**src/rtl/sa_req_responder_if.sv**
```systemverilog
// sa_req_responder_if: TCA-to-SA request/response channel bundle
interface sa_req_responder_if #(
  parameter int LANES = 4,
  parameter int DW    = 16
);
  logic                sa_req_valid;
  logic                sa_req_load_ifmap;
  logic                sa_req_load_psum;
  logic                sa_req_start;
  logic [LANES*DW-1:0] sa_req_din;
  logic                sa_res_valid;
  logic                sa_res_done;
  logic [LANES*DW-1:0] sa_res_dout;
  logic                sa_err;
  modport master (
    output sa_req_valid, sa_req_load_ifmap, sa_req_load_psum, sa_req_start, sa_req_din,
    input  sa_res_valid, sa_res_done, sa_res_dout, sa_err
  );
  modport slave (
    input  sa_req_valid, sa_req_load_ifmap, sa_req_load_psum, sa_req_start, sa_req_din,
    output sa_res_valid, sa_res_done, sa_res_dout, sa_err
  );
endinterface

```
**src/rtl/sa_req_responder.sv**
```systemverilog
// sa_req_responder: SA-side endpoint buffering ifmap/psum rows and returning summed rows after a fill latency
module sa_req_responder #(
  parameter int LANES   = 4,
  parameter int DW      = 16,
  parameter int DEPTH   = 8,
  parameter int LATENCY = 3
) (
  input logic            CLK,
  input logic            RST,
  sa_req_responder_if.slave bus
);
  localparam int CW = $clog2(DEPTH + 1);
  localparam int AW = $clog2(DEPTH);
  typedef enum logic [1:0] {IDLE, COMPUTE, OUT} state_t;
  state_t state, state_nxt;
  logic [LANES*DW-1:0] ifm [DEPTH];
  logic [LANES*DW-1:0] psm [DEPTH];
  logic [CW-1:0] if_cnt, ps_cnt, n, n_new, idx;
  logic [7:0] lat;
  logic [LANES*DW-1:0] sum, dout_q;
  logic empty_done, err;
  logic req, if_full, ps_full, wr_if, wr_ps, go, last;
  assign req     = state == IDLE && bus.sa_req_valid;
  assign if_full = if_cnt == CW'(DEPTH);
  assign ps_full = ps_cnt == CW'(DEPTH);
  assign wr_if   = req && bus.sa_req_load_ifmap && !if_full;
  assign wr_ps   = req && bus.sa_req_load_psum && !ps_full;
  assign n_new   = if_cnt + CW'(wr_if);
  assign go      = req && bus.sa_req_start;
  assign last    = state == OUT && idx == n - CW'(1);
  assign bus.sa_res_valid = state == OUT;
  assign bus.sa_res_done  = last || empty_done;
  assign bus.sa_res_dout  = state == OUT ? sum : dout_q;
  assign bus.sa_err       = err;
  // state register
  always_ff @(posedge CLK) begin
    if (RST) state <= IDLE;
    else     state <= state_nxt;
  end
  // next state: zero fill latency skips COMPUTE so the first row appears the cycle after start
  always_comb begin
    state_nxt = state;
    unique case (state)
      IDLE:    state_nxt = go && n_new != '0 ? (LATENCY == 0 ? OUT : COMPUTE) : IDLE;
      COMPUTE: state_nxt = lat == 8'd1 ? OUT : COMPUTE;
      OUT:     state_nxt = last ? IDLE : OUT;
      default: state_nxt = IDLE;
    endcase
  end
  // lane-wise wrapping sum of the current row; rows beyond the psum count add zero
  always_comb begin
    sum = '0;
    for (int k = 0; k < LANES; k++)
      sum[k*DW +: DW] = ifm[idx[AW-1:0]][k*DW +: DW] + (idx < ps_cnt ? psm[idx[AW-1:0]][k*DW +: DW] : DW'(0));
  end
  // row buffers, written only while idle
  always_ff @(posedge CLK) begin
    if (wr_if) ifm[if_cnt[AW-1:0]] <= bus.sa_req_din;
    if (wr_ps) psm[ps_cnt[AW-1:0]] <= bus.sa_req_din;
  end
  // counters, latency timer, output hold and sticky error
  always_ff @(posedge CLK) begin
    if (RST) begin
      if_cnt     <= '0;
      ps_cnt     <= '0;
      n          <= '0;
      idx        <= '0;
      lat        <= '0;
      dout_q     <= '0;
      empty_done <= 1'b0;
      err        <= 1'b0;
    end else begin
      if_cnt     <= last || (go && n_new == '0) ? '0 : if_cnt + CW'(wr_if);
      ps_cnt     <= last || (go && n_new == '0) ? '0 : ps_cnt + CW'(wr_ps);
      n          <= go ? n_new : n;
      idx        <= state == OUT && !last ? idx + CW'(1) : '0;
      lat        <= go ? 8'(LATENCY) : state == COMPUTE ? lat - 8'd1 : lat;
      dout_q     <= state == OUT ? sum : dout_q;
      empty_done <= go && n_new == '0;
      err        <= err || (bus.sa_req_valid && state != IDLE)
                        || (req && bus.sa_req_load_ifmap && if_full)
                        || (req && bus.sa_req_load_psum && ps_full);
    end
  end
endmodule

```
**src/flat_wrapper.sv**
```systemverilog
// flat-port wrapper written by rule: the top's interface ports become plain ports
module sa_req_responder_flat 
#(
  parameter int LANES   = 4,
  parameter int DW      = 16,
  parameter int DEPTH   = 8,
  parameter int LATENCY = 3
)
  (CLK, RST, bus_sa_req_valid, bus_sa_req_load_ifmap, bus_sa_req_load_psum, bus_sa_req_start, bus_sa_req_din, bus_sa_res_valid, bus_sa_res_done, bus_sa_res_dout, bus_sa_err);
  sa_req_responder_if #(.LANES(LANES), .DW(DW)) bus_i ();
  input logic CLK;
  input logic RST;
  input wire logic [$bits(bus_i.sa_req_valid)-1:0] bus_sa_req_valid;
  input wire logic [$bits(bus_i.sa_req_load_ifmap)-1:0] bus_sa_req_load_ifmap;
  input wire logic [$bits(bus_i.sa_req_load_psum)-1:0] bus_sa_req_load_psum;
  input wire logic [$bits(bus_i.sa_req_start)-1:0] bus_sa_req_start;
  input wire logic [$bits(bus_i.sa_req_din)-1:0] bus_sa_req_din;
  output wire logic [$bits(bus_i.sa_res_valid)-1:0] bus_sa_res_valid;
  output wire logic [$bits(bus_i.sa_res_done)-1:0] bus_sa_res_done;
  output wire logic [$bits(bus_i.sa_res_dout)-1:0] bus_sa_res_dout;
  output wire logic [$bits(bus_i.sa_err)-1:0] bus_sa_err;
  assign bus_i.sa_req_valid = bus_sa_req_valid;
  assign bus_i.sa_req_load_ifmap = bus_sa_req_load_ifmap;
  assign bus_i.sa_req_load_psum = bus_sa_req_load_psum;
  assign bus_i.sa_req_start = bus_sa_req_start;
  assign bus_i.sa_req_din = bus_sa_req_din;
  assign bus_sa_res_valid = bus_i.sa_res_valid;
  assign bus_sa_res_done = bus_i.sa_res_done;
  assign bus_sa_res_dout = bus_i.sa_res_dout;
  assign bus_sa_err = bus_i.sa_err;
  sa_req_responder #(.LANES(LANES), .DW(DW), .DEPTH(DEPTH), .LATENCY(LATENCY)) u_core (.CLK(CLK), .RST(RST), .bus(bus_i));
endmodule
```
**config.mk**
```make
export PLATFORM = sky130hd
export DESIGN_NAME = sa_req_responder_flat
export DESIGN_NICKNAME = d
export VERILOG_FILES = /design/src/rtl/sa_req_responder_if.sv /design/src/rtl/sa_req_responder.sv /design/src/flat_wrapper.sv
export SDC_FILE = /design/constraint.sdc
export NUM_CORES = 1
export LEC_CHECK = 0
export BUFFER_PORTS_ARGS = -buffer_cell sky130_fd_sc_hd__buf_2
export CAP_MARGIN = 20
export CORE_MARGIN = 8
export CORE_UTILIZATION = 45
export DETAILED_ROUTE_END_ITERATION = 7
export HOLD_SLACK_MARGIN = 0.06
export PLACE_DENSITY_LB_ADDON = 0.25
export SYNTH_ARGS = -nofsm -noshare
export SYNTH_HDL_FRONTEND = slang
export SYNTH_SLANG_ARGS = --single-unit
```
**constraint.sdc**
```tcl
create_clock -name CLK -period 10 [get_ports CLK]
set_input_delay 2 -clock CLK [delete_from_list [all_inputs] [get_ports CLK]]
set_output_delay 2 -clock CLK [all_outputs]
set_load 0.05 [all_outputs]
```
After elaboration in Yosys (flattened, before gate mapping):

Memories as Yosys holds them, arrays and structs flattened. A register that Yosys moved wholly into a read port is not among the register bits.
Cells that the tools add are included.

* $add $sub $neg: 9
* order comparisons: 1
* equality and inequality tests: 6
* mux-type cells: 17
* bitwise operators: 1
* reduce and logical (&&, ||, !) cells: 29

Operators by type and width (number)
* 16-bit adder: 4
* 16-bit 2-to-1 mux: 4
* 64-bit 2-to-1 mux: 1
* 1-bit logical AND: 13
* 4-bit by 1-bit adder with 4-bit output: 2
* 4-bit equality test, second input constant: 2
* 8-bit by 1-bit equality test with 1-bit output, second input constant: 1
* 2-bit 2-to-1 mux: 4
* 8-bit by 1-bit subtractor with 8-bit output, second input constant: 1
* 3-bit 2-to-1 mux: 2
* 2-bit case mux with 3 select lines: 1
* 2-bit OR reduction: 3
* 1-bit logical OR: 5
* 1-bit 2-to-1 mux: 5
* 4-bit by 1-bit adder with 4-bit output, second input constant: 1
* 4-bit equality test: 1
* 4-bit logical NOT: 1
* 4-bit < comparator: 1
* 2-bit nonzero test: 2
* 4-bit nonzero test: 1
* 4-bit by 1-bit subtractor with 4-bit output, second input constant: 1
* 1-bit logical NOT: 3
* 2-bit by 1-bit equality test with 1-bit output, second input constant: 1
* 2-bit equality test, second input constant: 1
* 2 further kinds: 2

* flip-flop bits (word level): 92
* bits in writable memories: 1024
* bits of input ports: 70
* output and inout port bits: 67
* word-level logic and storage cells: 75
* memories: 2

Memory list
* u_core.ifm: depth 8, bits a word 64, rd ports 1, clocked after memory_dff 1, write ports 1, line sa_req_responder.sv:16 `logic [LANES*DW-1:0] ifm [DEPTH];`
* u_core.psm: depth 8, bits a word 64, rd ports 1, clocked after memory_dff 1, write ports 1, line sa_req_responder.sv:17 `logic [LANES*DW-1:0] psm [DEPTH];`

Logic depth before layout (Yosys ltp):

Gate-level depths: netlist of the first run.

* depth after elaboration: 9
* depth in mapped cells: 17
* depth with buffers taken out: 14

Worst setup path before layout of the first run:

Ideal clock, no wire load.

* kind: input-to-reg
* from: input port bus_sa_req_valid
* to: memory u_core.ifm[0][0] (netlist name) (enable)
* arrival: 8878 ps
* data required time: 9356 ps
* slack: 478 ps
* stages on the path: 4
* path buffers: 0
* path through: nor3b_1 > nand2_1 > or2_2 > nor4_1

* word-level cells in the longest chain between the ends: 5

RTL lines
* start, declared: line flat_wrapper.sv:13 `input wire logic [$bits(bus_i.sa_req_valid)-1:0] bus_sa_req_valid;`
* 1-bit logical AND: line sa_req_responder.sv:23 `assign req = state == IDLE && bus.sa_req_valid;`
* 1-bit logical AND (2 in a row): line sa_req_responder.sv:26 `assign wr_if = req && bus.sa_req_load_ifmap && !if_full;`
* 1-bit 2-to-1 mux: line sa_req_responder.sv:58 `if (wr_if) ifm[if_cnt[AW-1:0]] <= bus.sa_req_din;`
* 1-bit 2-to-1 mux (implied by the code): line sa_req_responder.sv:58
* end, declared: line sa_req_responder.sv:16

Every way passes these cells.

Final worst setup path of the first run:

* from: register u_core.idx[0]
* to: output port bus_sa_res_dout[60]

* word-level cells in the longest chain between the ends: 4

RTL lines
* start, declared: line sa_req_responder.sv:18 `logic [CW-1:0] if_cnt, ps_cnt, n, n_new, idx;`
* start signal, assigned: line sa_req_responder.sv:76 `idx <= state == OUT && !last ? idx + CW'(1) : '0;`
* 4-bit < comparator: line sa_req_responder.sv:54 `sum[k*DW +: DW] = ifm[idx[AW-1:0]][k*DW +: DW] + (idx < ps_cnt ? psm[idx[AW-1:0]][k*DW +: DW] : DW'(0));`
* 16-bit 2-to-1 mux: line sa_req_responder.sv:54
* 16-bit adder: line sa_req_responder.sv:54
* 64-bit 2-to-1 mux
* end, declared: line flat_wrapper.sv:20 `output wire logic [$bits(bus_i.sa_res_dout)-1:0] bus_sa_res_dout;`

Every way passes these cells.

==> reports/metrics.cfg, run 1 <==
[status]
status = complete, no violations

[pwr]
power_density_mw_per_mm2 = 191.3
power.leakage_nw = 16.78
p_comb_share_pct = 5.1
ir_drop_v = 0.0001456
p_int_mw = 7.776
total_power_mw = 9.873
switching_power_mw = 2.097
seqPwrFrac_pct = 52.3
pwr-share-clk_pct = 42.6
swShare_pct = 21.24

[floorplan]
ioPinCount = 137
dieArea_mm2 = 0.1114
core-area_mm2 = 0.1001
die_w_um = 333.8
die_h_um = 333.8
start_util_pct = 45.39
std_cell_rows = 116

[grt]
overflow = 0
antenna_found_initial = 22
grt_first_pass_wirelength_um = 161600
grt_max_degree = 140
grt_usage_pct = 19.44
grt_pass1_vias = 24300

[synth]
synth_edf_count = 1024
synth_cell_types = 62
synth-seq-cells = 1116
syn_nets = 2592
synth_commonest_cells = 1024 x edfxtp_1, 254 x mux4_2, 118 x nor2_1
synth_area_leader_cell = edfxtp_1
async_reset_ff_share_pct = 0
ys.flop_type = edfxtp_1
synth_most_common_cell = edfxtp_1
syn_avg_cell_area_um2 = 18.58
ys_seq_area_share_pct = 71.69
yosysTopAreaCellShare_pct = 67.64
syn_inst = 2447
synth_area_leaders = edfxtp_1 68%, mux4_2 13%, dfxtp_1 4.1%
syn_area_mm2 = 0.04546
yosysWarnings = 0

[clocking]
insertion_delay_ns = 0.69
cts_sinks = 1116
clock_tree.root_cell = clkbuf_16
cts_buffer_depth = 3
cts_max_level = 3
cts_resized = 0
cts_buffers = 114
post_cts_buffers = 0
tritoncts = yes
clkTransAtPathRegs_ns = 0.06
postCtsHoldBufs = 0

[route]
routed_via_density = 5.855
ant_nets = 0
dr.pass1.iters = 6
drtIter0Drc = 2303
routed_wl_um = 109800
wl_per_cell_um = 27.19
drc_errors = 0
num_vias = 23640

[setup_path]
max_stage_delay_ns = 1.03
path_class = flip-flop to output port
crit_arrival_ns = 5.93
worstSetupStartpointType = flip-flop
crit_path_max_fanout = 51
rrSetupSlack_ns = 5.03
crit_chain = buf_12 -> mux4_2 -> mux2_2 -> ha_1 -> inv_1 -> fa_1 -> nor2b_1 -> o31a_1 -> o21ai_0 -> o31ai_1 -> xnor2_1 -> o21ai_0 -> buf_2
reg2reg_to = u_core.dout_q[63]
startpoint = u_core.idx[0]
cpMaxStageDelayCell = dfxtp_4
r2r-start = u_core.idx[0]
crit_path_frequent_cell = o21ai_0
worstPathRequired_ns = 8.00
reg2regPathDepth = 10
end_kind = output port

[place]
place_congestion = 0.8233
io_buffers = 136
place_area_mm2 = 0.04783
dp_hpwl_um = 60820

[layout]
area_growth_pct = 13.54
final_area_mm2 = 0.05161
fillCellCount = 7937
nets = 2778
drive_gt1_share_pct = 25.52

[min_path]
whs_endpoint = u_core.dout_q[3]
hold_path_class = flip-flop to flip-flop
hp-start = u_core.dout_q[3]
hold_path_depth = 2

[timing]
setup_viol = 0
fin_skew_ns = 0.02844
hold_viol = 0
slew_headroom_pct = 27.67
min_period_over_period_pct = 79.29
timing.setup.tns_ns = 0
clock.fmax_ghz = 0.1261
drv_slew = 0
min_period_ns = 7.929
worst_pin_slew_ns = 1.085
rsz0062_at_grt = false

[flow_run]
cap_violations = 0

==> power groups by stage <==
| stage | logic (mW) | clock network (mW) | registers [mW] |
|---|---|---|---|
| final | 0.504 | 4.20 | 5.17 |
| after global routing | 0.547 | 4.45 | 5.17 |
| after CTS | 0.505 | 4.29 | 5.17 |
| after detailed placement | 0.502 | 0 | 5.27 |
| after global placement | 0.489 | 0 | 5.26 |
| after floorplan | 0.301 | 0 | 5.27 |
==> layout make-up <==
type	instances	area, µm²	share of cell area [%]
antenna	8	20.02	0.03879
clock buffer	150	3172	6.145
clock inverter	64	566.8	1.098
inverter	26	97.59	0.1891
multi-input combinational	1193	12380	23.99
sequential	1116	32600	63.17
tap	1298	1624	3.147
timing repair buffer	182	1149	2.225
==> metal layers <==
layer  vias up  share of wire [%]  routed length [µm]  global-route usage, %
li1      10270                  -                   -                      -
met1     12350                 42               46640                  26.94
met2       842                 48               52300                  31.37
met3       164                7.5                8242                  3.932
met4        12                2.3                2502                  5.472
met5         -              0.060                  66                      0
==> critical path: cells and delay by family (launching register included) <==
| kind | cells | cell delay (ns) |
|---|---|---|
| buffers and inverters | 3 | 0.92 |
| AND/OR/NAND/NOR | 1 | 0.07 |
| flip-flops | 1 | 1.03 |
| adder cells (fa/ha/maj) | 2 | 0.44 |
| XOR/XNOR | 1 | 0.22 |
| multiplexers | 2 | 0.84 |
| AO/OA/AOI/OAI | 4 | 1.62 |
==> cell families after synthesis <==
family	after synthesis	share of synthesized area, %
XOR/XNOR	41	0.7899
adder cells (fa/ha/maj)	75	2.130
AO/OA/AOI/OAI	282	3.925
buffers and inverters	138	1.354
flip-flops	1116	71.69
multiplexers	390	15.81
AND/OR/NAND/NOR	405	4.294
==> per-stage QoR <==
step	std cells	hold WS, ns	util (%)	setup slack [ns]
after floorplan	2447	0.4399	-	0.4784
after global placement	3813	0.4474	47.74	2.876
after detailed placement	3814	0.4565	47.76	2.787
after CTS	4028	0.4644	51.49	2.034
after global routing	4033	0.4842	51.53	1.793
final	4037	0.4620	51.54	2.071
==> worst max path at each step <==
stage | endpoint | slack, ns | cells after the start
after global placement | bus_sa_res_dout[60] | 2.88 | 13
after CTS | bus_sa_res_dout[60] | 2.03 | 13
after floorplan | u_core.ifm[0][0] | 0.48 | 4
final | bus_sa_res_dout[60] | 2.07 | 13
after global routing | bus_sa_res_dout[44] | 1.79 | 14
after detailed placement | bus_sa_res_dout[60] | 2.79 | 13
==> placed cells by master, fill, tap and decap left out, types with 7 or more instances in the layout <==
cell type,count
edfxtp_1,1024
mux4_2,254
buf_2,135
nand2_1,117
clkbuf_16,116
nor2_1,106
dfxtp_1,89
a21oi_1,87
mux2i_1,74
ha_1,71
mux2_2,60
o21ai_0,57
buf_4,38
a21o_1,30
nor2b_1,28
nand3_1,28
inv_1,25
clkinv_1,23
xnor2_1,22
a211oi_1,21
o21a_1,19
xor2_1,19
clkbuf_1,19
nor3b_1,18
clkinv_2,18
nand2b_1,17
clkbuf_8,14
a31oi_1,13
or3_1,13
nor3_1,13
nand3b_1,13
nor2_4,12
o211ai_1,10
bufinv_16,9
diode_2,8
buf_12,8
o31ai_1,7
and2_1,7
==> flip-flops by register name (all words and copies together) (netlist names) <==
register           flops
u_core.idx             4
u_core.lat             8
u_core.state           2
u_core.if_cnt          4
u_core.ps_cnt          4
u_core.psm           512
u_core.empty_done      1
u_core.bus.sa_err      1
u_core.n               4
u_core.dout_q         64
u_core.ifm           512
Power figures use the tool's default switching activity.
==> run 2, diff against run 1 <==
clock period = 6.6 ns   (was 10 ns; I/O delays follow)
==> run 2 against run 1 <==
  * Register-to-register slack got worse by 2.6 ns
  * Sequential power increased by 51%
  * Wire length increased by 1.9%
  * Combinational power increased by 58%
  * Critical path depth unchanged
  * Global-route usage increased by 0.24 points
  * Clock power increased by 45%
  * Utilization increased by 0.20 points
  * Via count increased by 0.63%
  * Critical endpoint is now bus_sa_res_dout[31]
  * Highest routed layer unchanged
==> reports/metrics.cfg, run 2 (same netlist as run 1, synthesis figures left out) <==
[status]
status = complete, no violations

[timing]
min_period_ns = 6.350
timing.setup.tns_ns = 0
rsz0062_at_grt = false
fin_skew_ns = 0.02428
slew_headroom_pct = 34.91
fin_ws_ns = 0.2495
hold_viol = 0
drv_slew = 0
min_period_over_period_pct = 96.22
clock.fmax_ghz = 0.1575
worst_pin_slew_ns = 0.9763
setup_viol = 0

[setup_path]
crit_path_max_fanout = 65
end_kind = output port
path_class = flip-flop to output port
crit_arrival_ns = 5.03
worstPathRequired_ns = 5.28
reg2reg_to = u_core.dout_q[31]
cpMaxStageDelayCell = buf_4
rrSetupSlack_ns = 2.44
max_stage_delay_ns = 0.43
worstSetupStartpointType = flip-flop
reg2regPathDepth = 12
r2r-start = u_core.idx[1]
crit_chain = buf_12 -> buf_4 -> mux4_2 -> mux2i_2 -> nor2_1 -> ha_1 -> and3_1 -> a221o_1 -> or3b_1 -> o22ai_2 -> nand3_1 -> a31oi_1 -> buf_2

[pwr]
total_power_mw = 14.74
power.leakage_nw = 16.88
ir_drop_v = 0.0002280
power_density_mw_per_mm2 = 284.5

[place]
io_buffers = 136
dp_hpwl_um = 64710
place_area_mm2 = 0.04814
place_congestion = 0.8522
pre_cts_ws_ns = 0.7485

[grt]
grt_usage_pct = 19.67
antenna_found_initial = 20
overflow = 0
grt_first_pass_wirelength_um = 163700
grt_max_degree = 113
grt_pass1_vias = 24300

[clocking]
cts_sinks = 1116
tritoncts = yes
cts_max_level = 3
cts_buffers = 112
clkTransAtPathRegs_ns = 0.06
clock_tree.root_cell = clkbuf_16
postCtsHoldBufs = 0
insertion_delay_ns = 0.69
cts_buffer_depth = 3

[layout]
area_growth_pct = 13.98
nets = 2808
mostFrequentLayoutCell = edfxtp_1
mostFrequentLayoutCells = 1024 x edfxtp_1, 254 x mux4_2, 135 x buf_2, 117 x nand2_1, 114 x clkbuf_16
final_util_pct = 51.74
drive_gt1_share_pct = 26.06
final_area_mm2 = 0.05182

[floorplan]
ioPinCount = 137
dieArea_mm2 = 0.1114
start_util_pct = 45.39
std_cell_rows = 116
die_h_um = 333.8
die_w_um = 333.8
core-area_mm2 = 0.1001

[min_path]
hold_path_class = flip-flop to flip-flop
whs_endpoint = u_core.dout_q[37]
hold_path_depth = 2
hp-start = u_core.dout_q[37]

[route]
dr.pass1.iters = 6
ant_nets = 0
wl_per_cell_um = 27.51
drc_errors = 0
routed_wl_um = 111800
routed_via_density = 5.853
num_vias = 23790
drtIter0Drc = 2536

[flow_run]
cap_violations = 0

[run 2: cell type report]
cell class,instances,area (µm²)
fill,7918,48330
sequential,1116,32600
multi-input combinational,1193,12420
clock buffer,158,3128
tap,1298,1624
timing repair buffer,214,1501
clock inverter,52,426.7
inverter,26,97.59
antenna,7,17.52
[run 2: critical path, delay by kind of cell (launching register included)]
family	cells	cell delay [ns]
muxes	2	0.69
DFF	1	0.42
AOI/OAI and AO/OA	3	0.83
and+or+nand+nor	4	0.86
buffers and inverters	3	1.07
adders and majority gates	1	0.37
[run 2: what timing repair did]
item / in CTS / in global routing
setup buffers: 4 / 5
endpoints found under the setup margin: 1 / 3
pin swaps: 0 / 1
gates resized for setup: 0 / 2
[run 2: how the worst max path moves through the flow]
| stage | from | to | slack, ns | depth (start not counted) |
|---|---|---|---|---|
| CTS | u_core.idx[1] | bus_sa_res_dout[31] | 0.1 | 13 |
| detailed placement | u_core.idx[0] | bus_sa_res_dout[47] | 0.75 | 14 |
| floorplan | bus_sa_req_valid | u_core.ifm[0][0] | 0.47 | 4 |
| finish | u_core.idx[1] | bus_sa_res_dout[31] | 0.25 | 13 |
| global placement | u_core.idx[0] | bus_sa_res_dout[31] | 0.74 | 13 |
| global route | u_core.idx[1] | bus_sa_res_dout[31] | 0.06 | 13 |
[run 2: where the power goes]
part / switching [mW] / internal (mW)
Clock: 2.65 / 3.47
Sequential: 0.0247 / 7.80
Combinational: 0.525 / 0.272
Total: 3.20 / 11.5
[run 2: metrics by stage]
step	hold slack (ns)	instances
after floorplan	0.4399	2447
after global placement	0.4475	3837
after detailed placement	0.4525	3838
after CTS	0.4608	4052
after global routing	0.4781	4058
final	0.4586	4064
[run 2: layer usage]
layer  GRT usage, %  vias to the layer above  wire length (µm)
met2          32.05                      804             53650
met1          27.91                    12500             48740
met3          3.389                      149              7292
met5              0                        -                40
met4          4.343                        6              2065
li1               -                    10330                 -
